### config.mk
export PLATFORM = sky130hd
export DESIGN_NAME = pll_reset_sequencer
export DESIGN_NICKNAME = d
export VERILOG_FILES = /design/src/rtl/pll_seq_pkg.sv /design/src/rtl/sync_2ff.sv /design/src/rtl/pll_reset_sequencer.sv
export SDC_FILE = /design/constraint.sdc
export NUM_CORES = 1
export LEC_CHECK = 0
export ABC_AREA = 1
export CORE_UTILIZATION = 50
export CTS_BUF_LIST = sky130_fd_sc_hd__clkbuf_8
export CTS_CLUSTER_DIAMETER = 100
export DETAILED_ROUTE_END_ITERATION = 16
export PLACE_DENSITY = 0.8
export SYNTH_ARGS = -nofsm -noshare
export SYNTH_HDL_FRONTEND = slang
export SYNTH_HIERARCHICAL = 1
export SYNTH_SLANG_ARGS = --single-unit
### constraint.sdc
create_clock -name refclk -period 1.7 [get_ports refclk]
set_input_delay 0.34 -clock refclk [delete_from_list [all_inputs] [get_ports refclk]]
set_output_delay 0.34 -clock refclk [all_outputs]
set_load 0.005 [all_outputs]
### src/rtl/pll_seq_pkg.sv
// pll_seq_pkg: shared state encoding and 74.25 MHz default timings for the PLL reset sequencer
package pll_seq_pkg;

   typedef enum logic [2:0] {
      PLL_RST,
      WAIT_LOCK,
      STABLE,
      RUN,
      FAULT
   } pll_seq_state_t;

   localparam int DEF_RST_PULSE_CYCLES    = 16;
   localparam int DEF_LOCK_STABLE_CYCLES  = 7425;
   localparam int DEF_LOCK_TIMEOUT_CYCLES = 742500;

   function automatic int max3(input int a, input int b, input int c);
      int m;
      m = (a > b) ? a : b;
      return (m > c) ? m : c;
   endfunction

endpackage

### src/rtl/sync_2ff.sv
// sync_2ff: generic single-bit two-flop synchronizer with synchronous active-high reset
module sync_2ff (
   input  logic clk,
   input  logic rst,
   input  logic d,
   output logic q
);

   logic m;

   always_ff @(posedge clk)
      if (rst) {q, m} <= 2'b00;
      else     {q, m} <= {m, d};

endmodule

### src/rtl/pll_reset_sequencer.sv
// pll_reset_sequencer: pulses PLL reset, qualifies lock, holds core reset until lock is stable.
// Define PLL_SEQ_RELOCK_EN to re-sequence automatically on lock loss in RUN instead of faulting.
module pll_reset_sequencer
   import pll_seq_pkg::*;
#(
   parameter int RST_PULSE_CYCLES    = DEF_RST_PULSE_CYCLES,
   parameter int LOCK_STABLE_CYCLES  = DEF_LOCK_STABLE_CYCLES,
   parameter int LOCK_TIMEOUT_CYCLES = DEF_LOCK_TIMEOUT_CYCLES,
   parameter int MAX_RETRIES         = 3,
   localparam int RW = (MAX_RETRIES > 0) ? $clog2(MAX_RETRIES + 1) : 1
) (
   input  logic          refclk,
   input  logic          rst,
   input  logic          pll_locked,
   input  logic          restart,
   output logic          pll_rst,
   output logic          core_rst,
   output logic          ready,
   output logic          fault,
   output logic [RW-1:0] retries
);

   localparam int CW = $clog2(max3(RST_PULSE_CYCLES, LOCK_STABLE_CYCLES, LOCK_TIMEOUT_CYCLES)) + 1;

   pll_seq_state_t state, state_n;
   logic [CW-1:0]  cnt, cnt_n, cnt_inc;
   logic [RW-1:0]  retries_n;
   logic           lock_s;

   sync_2ff u_lock_sync (
      .clk(refclk),
      .rst(rst),
      .d  (pll_locked),
      .q  (lock_s)
   );

   assign cnt_inc = (&cnt) ? cnt : cnt + CW'(1);

   always_ff @(posedge refclk)
      if (rst) begin
         state   <= PLL_RST;
         cnt     <= '0;
         retries <= '0;
      end else begin
         state   <= state_n;
         cnt     <= cnt_n;
         retries <= retries_n;
      end

   always_comb begin
      state_n   = state;
      cnt_n     = cnt_inc;
      retries_n = retries;
      if (restart) begin
         state_n   = PLL_RST;
         cnt_n     = '0;
         retries_n = '0;
      end else begin
         case (state)
            PLL_RST:
               if (cnt >= CW'(RST_PULSE_CYCLES - 1)) begin
                  state_n = WAIT_LOCK;
                  cnt_n   = '0;
               end
            WAIT_LOCK:
               if (lock_s) begin
                  state_n = STABLE;
                  cnt_n   = '0;
               end else if (cnt >= CW'(LOCK_TIMEOUT_CYCLES - 1)) begin
                  cnt_n = '0;
                  if (retries < RW'(MAX_RETRIES)) begin
                     state_n   = PLL_RST;
                     retries_n = retries + RW'(1);
                  end else begin
                     state_n = FAULT;
                  end
               end
            STABLE:
               if (!lock_s) begin
                  state_n = WAIT_LOCK;
                  cnt_n   = '0;
               end else if (cnt >= CW'(LOCK_STABLE_CYCLES - 1)) begin
                  state_n = RUN;
                  cnt_n   = '0;
               end
            RUN:
               if (!lock_s) begin
                  cnt_n = '0;
`ifdef PLL_SEQ_RELOCK_EN
                  state_n   = PLL_RST;
                  retries_n = '0;
`else
                  state_n = FAULT;
`endif
               end
            FAULT:
               cnt_n = cnt;
            default: begin
               state_n = PLL_RST;
               cnt_n   = '0;
            end
         endcase
      end
   end

   // Outputs decode straight from the state register, so they change only on clock edges
   always_comb begin
      pll_rst  = (state == PLL_RST) || (state == FAULT);
      core_rst = (state != RUN);
      ready    = (state == RUN);
      fault    = (state == FAULT);
   end

endmodule

==> flow_metrics.env <==
export IMPL_pwr_share_clk_pct=38.4
export IMPL_grt_usage_pct=27.40
export IMPL_diodes=0
export IMPL_synth_top_area_share_pct=25.60
export IMPL_nets=408
export IMPL_cts_tree="yes"
export IMPL_reg2reg_from="cnt[1]"
export IMPL_drtPass1Iterations=5
export IMPL_cts_buffers=3
export IMPL_power_density_nw_per_um2=401.2
export IMPL_num_rows=23
export IMPL_min_delay_path_class="reg -> reg"
export IMPL_synthTopCellsByArea="dfxtp_1 (26%), nand2_1 (19%), nor2_1 (9.3%)"
export IMPL_grt_pass1_wl_um=9508
export IMPL_ys_warn_count=6
export IMPL_period_share_pct=99.52
export IMPL_chipHeight_um=68.18
export IMPL_ys_seq_elements=28
export IMPL_rsz0062_at_grt="yes"
export IMPL_report_final_hold_viol_count=0
export IMPL_cts_max_path_buffers=2
export IMPL_syn_area_um2=2190
export IMPL_crit_start="cnt[1]"
export IMPL_pwr_share_seq_pct=57.1
export IMPL_vias=2487
export IMPL_slew_headroom_pct=77.00
export IMPL_antenna_found_initial=0
export IMPL_postLayoutCoreUtil_pct=69.50
export IMPL_r2r_slack_ps=8
export IMPL_netSwitchingPower_uw=266.8
export IMPL_synth_common_cells="nand2_1 (112), nor2_1 (54), inv_1 (38)"
export IMPL_start_util_pct=53.21
export IMPL_syn_to_final_growth_pct=30.63
export IMPL_coreArea_um2=4115
export IMPL_comb_power_share_pct=4.6
export IMPL_io_buffers=9
export IMPL_tightest_slew_ps=343.7
export IMPL_drive_gt1_share_pct=37.25
export IMPL_globalplace_congestion=1.057
export IMPL_die_w_um=68.18
export IMPL_grt_max_degree=23
export IMPL_crit_path_end_kind="register"
export IMPL_synthArstFlopShare_pct=0
export IMPL_period_needed_ps=1692
export IMPL_fin_skew_ps=4.841
export IMPL_grt_pass1_vias=2060
export IMPL_wl_per_cell_um=15.24
export IMPL_switching_share_pct=23.25
export IMPL_criticalPathCategory="reg -> reg"
export IMPL_cp_required_ps=1890
export IMPL_dp_hpwl_um=4308
export IMPL_max_cap_violations=0
export IMPL_endpoint="state[0]"
export IMPL_drcViolationCount=0
export IMPL_r2r_end="state[0]"
export IMPL_holdBufCountCts=0
export IMPL_ant_nets=0
export IMPL_overflow=0
export IMPL_clk_latency_ps=280
export IMPL_p_leak_nw=1.327
export IMPL_boundaryPins=10
export IMPL_viasPerCell=5.527
export IMPL_cts_htree_levels=1
export IMPL_dieArea_um2=4648
export IMPL_vdd_drop_max_uv=374.9
export IMPL_clockRootBuffer="clkbuf_8"
export IMPL_synth_avg_cell_area_um2=6.116
export IMPL_ys_seq_area_share_pct=25.60
export IMPL_maxSlewViolCount=0
export IMPL_p_int_uw=880.7
export IMPL_holdCritStartpoint="u_lock_sync/m"
export IMPL_syn_nets=365
export IMPL_synth_most_common_cell="nand2_1"
export IMPL_ys_flop_type="dfxtp_1"
export IMPL_status="completed"
export IMPL_wl_um=6859
export IMPL_synth_top_area_cell="dfxtp_1"
export IMPL_clock_sinks=28
export IMPL_startpoint_type="register"
export IMPL_syn_inst=358
export IMPL_finalSetupViolCount=0
export IMPL_synth_distinct_cells=28
export IMPL_p_total_mw=1.148
export IMPL_synth_edff_count=0
export IMPL_r2r_cells=11
export IMPL_fmax_mhz=591.1
export IMPL_arrival_ps=1890
export IMPL_clk_pin_slew_ps=110
export IMPL_crit_fanout=6
export IMPL_drtIter0Drc=261
## layer usage
metal | track usage [%] | vias up | part of all wire [%]
li1 | - | 1195 | -
met5 | 0 | - | 0
met3 | 4.500 | 40 | 8.0
met4 | 9.115 | 0 | 4.8
met1 | 35.79 | 1120 | 40
met2 | 45.22 | 132 | 47
## cell usage in the layout, fill, tap and decap left out, types with 2 or more instances in the layout
master	n
a21oi_1	13
a21oi_2	14
buf_4	39
clkbuf_16	2
clkbuf_8	4
clkdlybuf4s50_1	6
dfxtp_1	5
dfxtp_2	16
dfxtp_4	7
dlygate4sd2_1	2
ha_1	2
inv_1	34
inv_2	7
inv_4	2
nand2_1	104
nand2_2	19
nand2_4	3
nand3_1	16
nand3_2	3
nand4_1	8
nor2_1	41
nor2_2	13
nor2_4	4
nor3_1	4
nor3_2	4
nor3_4	3
o21ai_0	2
o21ai_2	6
xor2_1	11
## worst max-delay path: stages (launching register included)
cell and delay (ps):
dfxtp_4 390, ha_4 160, nand2_1 80, nor3_2 120
nand2_1 100, nor2_2 140, nor2_2 60, nand3_2 110
nand2_4 110, clkbuf_16 180, o21ai_2 100, inv_1 40
## final cells by class
type,count,area [um2]
multi-input combinational,273,1505
fill,336,1255
sequential,28,606.8
timing repair buffer,52,464.2
inverter,43,166.4
tap,50,62.56
clock buffer,4,55.05
## registers in the layout, summed over array words and instances, names as in the netlist
register       cells
retries            2
cnt               21
u_lock_sync/q      1
u_lock_sync/m      1
state              3
## cells by family (layout without fill, tap and decap cells)
| group | Yosys count | after routing | synth area share, % |
|---|---|---|---|
| simple gates | 223 | 223 | 45.43 |
| buf+inv | 57 | 99 | 11.71 |
| compound gates | 35 | 35 | 10.74 |
| flops | 28 | 28 | 25.60 |
| xor+xnor | 12 | 12 | 4.800 |
| fa+ha+maj | 3 | 3 | 1.714 |
## stage by stage
step | area, um2 | TNS, ps | instances | hold slack, ps | worst slack (ps)
2_1_floorplan | 2202 | 0 | 358 | 388.3 | 36.25
3_5_place_dp | 2497 | -423.2 | 433 | 397.6 | -45.98
5_1_grt | 2860 | -680.2 | 450 | 443.2 | -67.98
4_1_cts | 2584 | -72.07 | 438 | 421.0 | -72.07
3_3_place_gp | 2497 | 0 | 433 | 390.7 | 18.71
6_report | 2860 | 0 | 450 | 404.6 | 8.223
## power by group through the flow
stage / Combinational (mW) / Clock [mW] / Sequential (mW)
6_report: 0.0523 / 0.440 / 0.655
5_1_grt: 0.0573 / 0.471 / 0.656
4_1_cts: 0.0494 / 0.451 / 0.662
3_5_place_dp: 0.0493 / 0 / 0.679
3_3_place_gp: 0.0478 / 0 / 0.679
2_1_floorplan: 0.0248 / 0 / 0.680
## how the worst min path moves through the flow
stage                     to  slack (ps)  cells after the start
3_3_place_gp   u_lock_sync/q         390                      2
5_1_grt        u_lock_sync/q         440                      2
3_5_place_dp   u_lock_sync/q         400                      2
6_report       u_lock_sync/q         400                      2
2_1_floorplan  u_lock_sync/q         390                      2
4_1_cts        u_lock_sync/q         420                      2
## repair_timing
item / CTS / global route
setup endpoints to repair: 26 / 24
gates cloned: 0 / 3
pin swaps: 1 / 14
buffers inserted: 1 / 10
resized for setup: 14 / 60
Power figures use the tool's default switching activity.
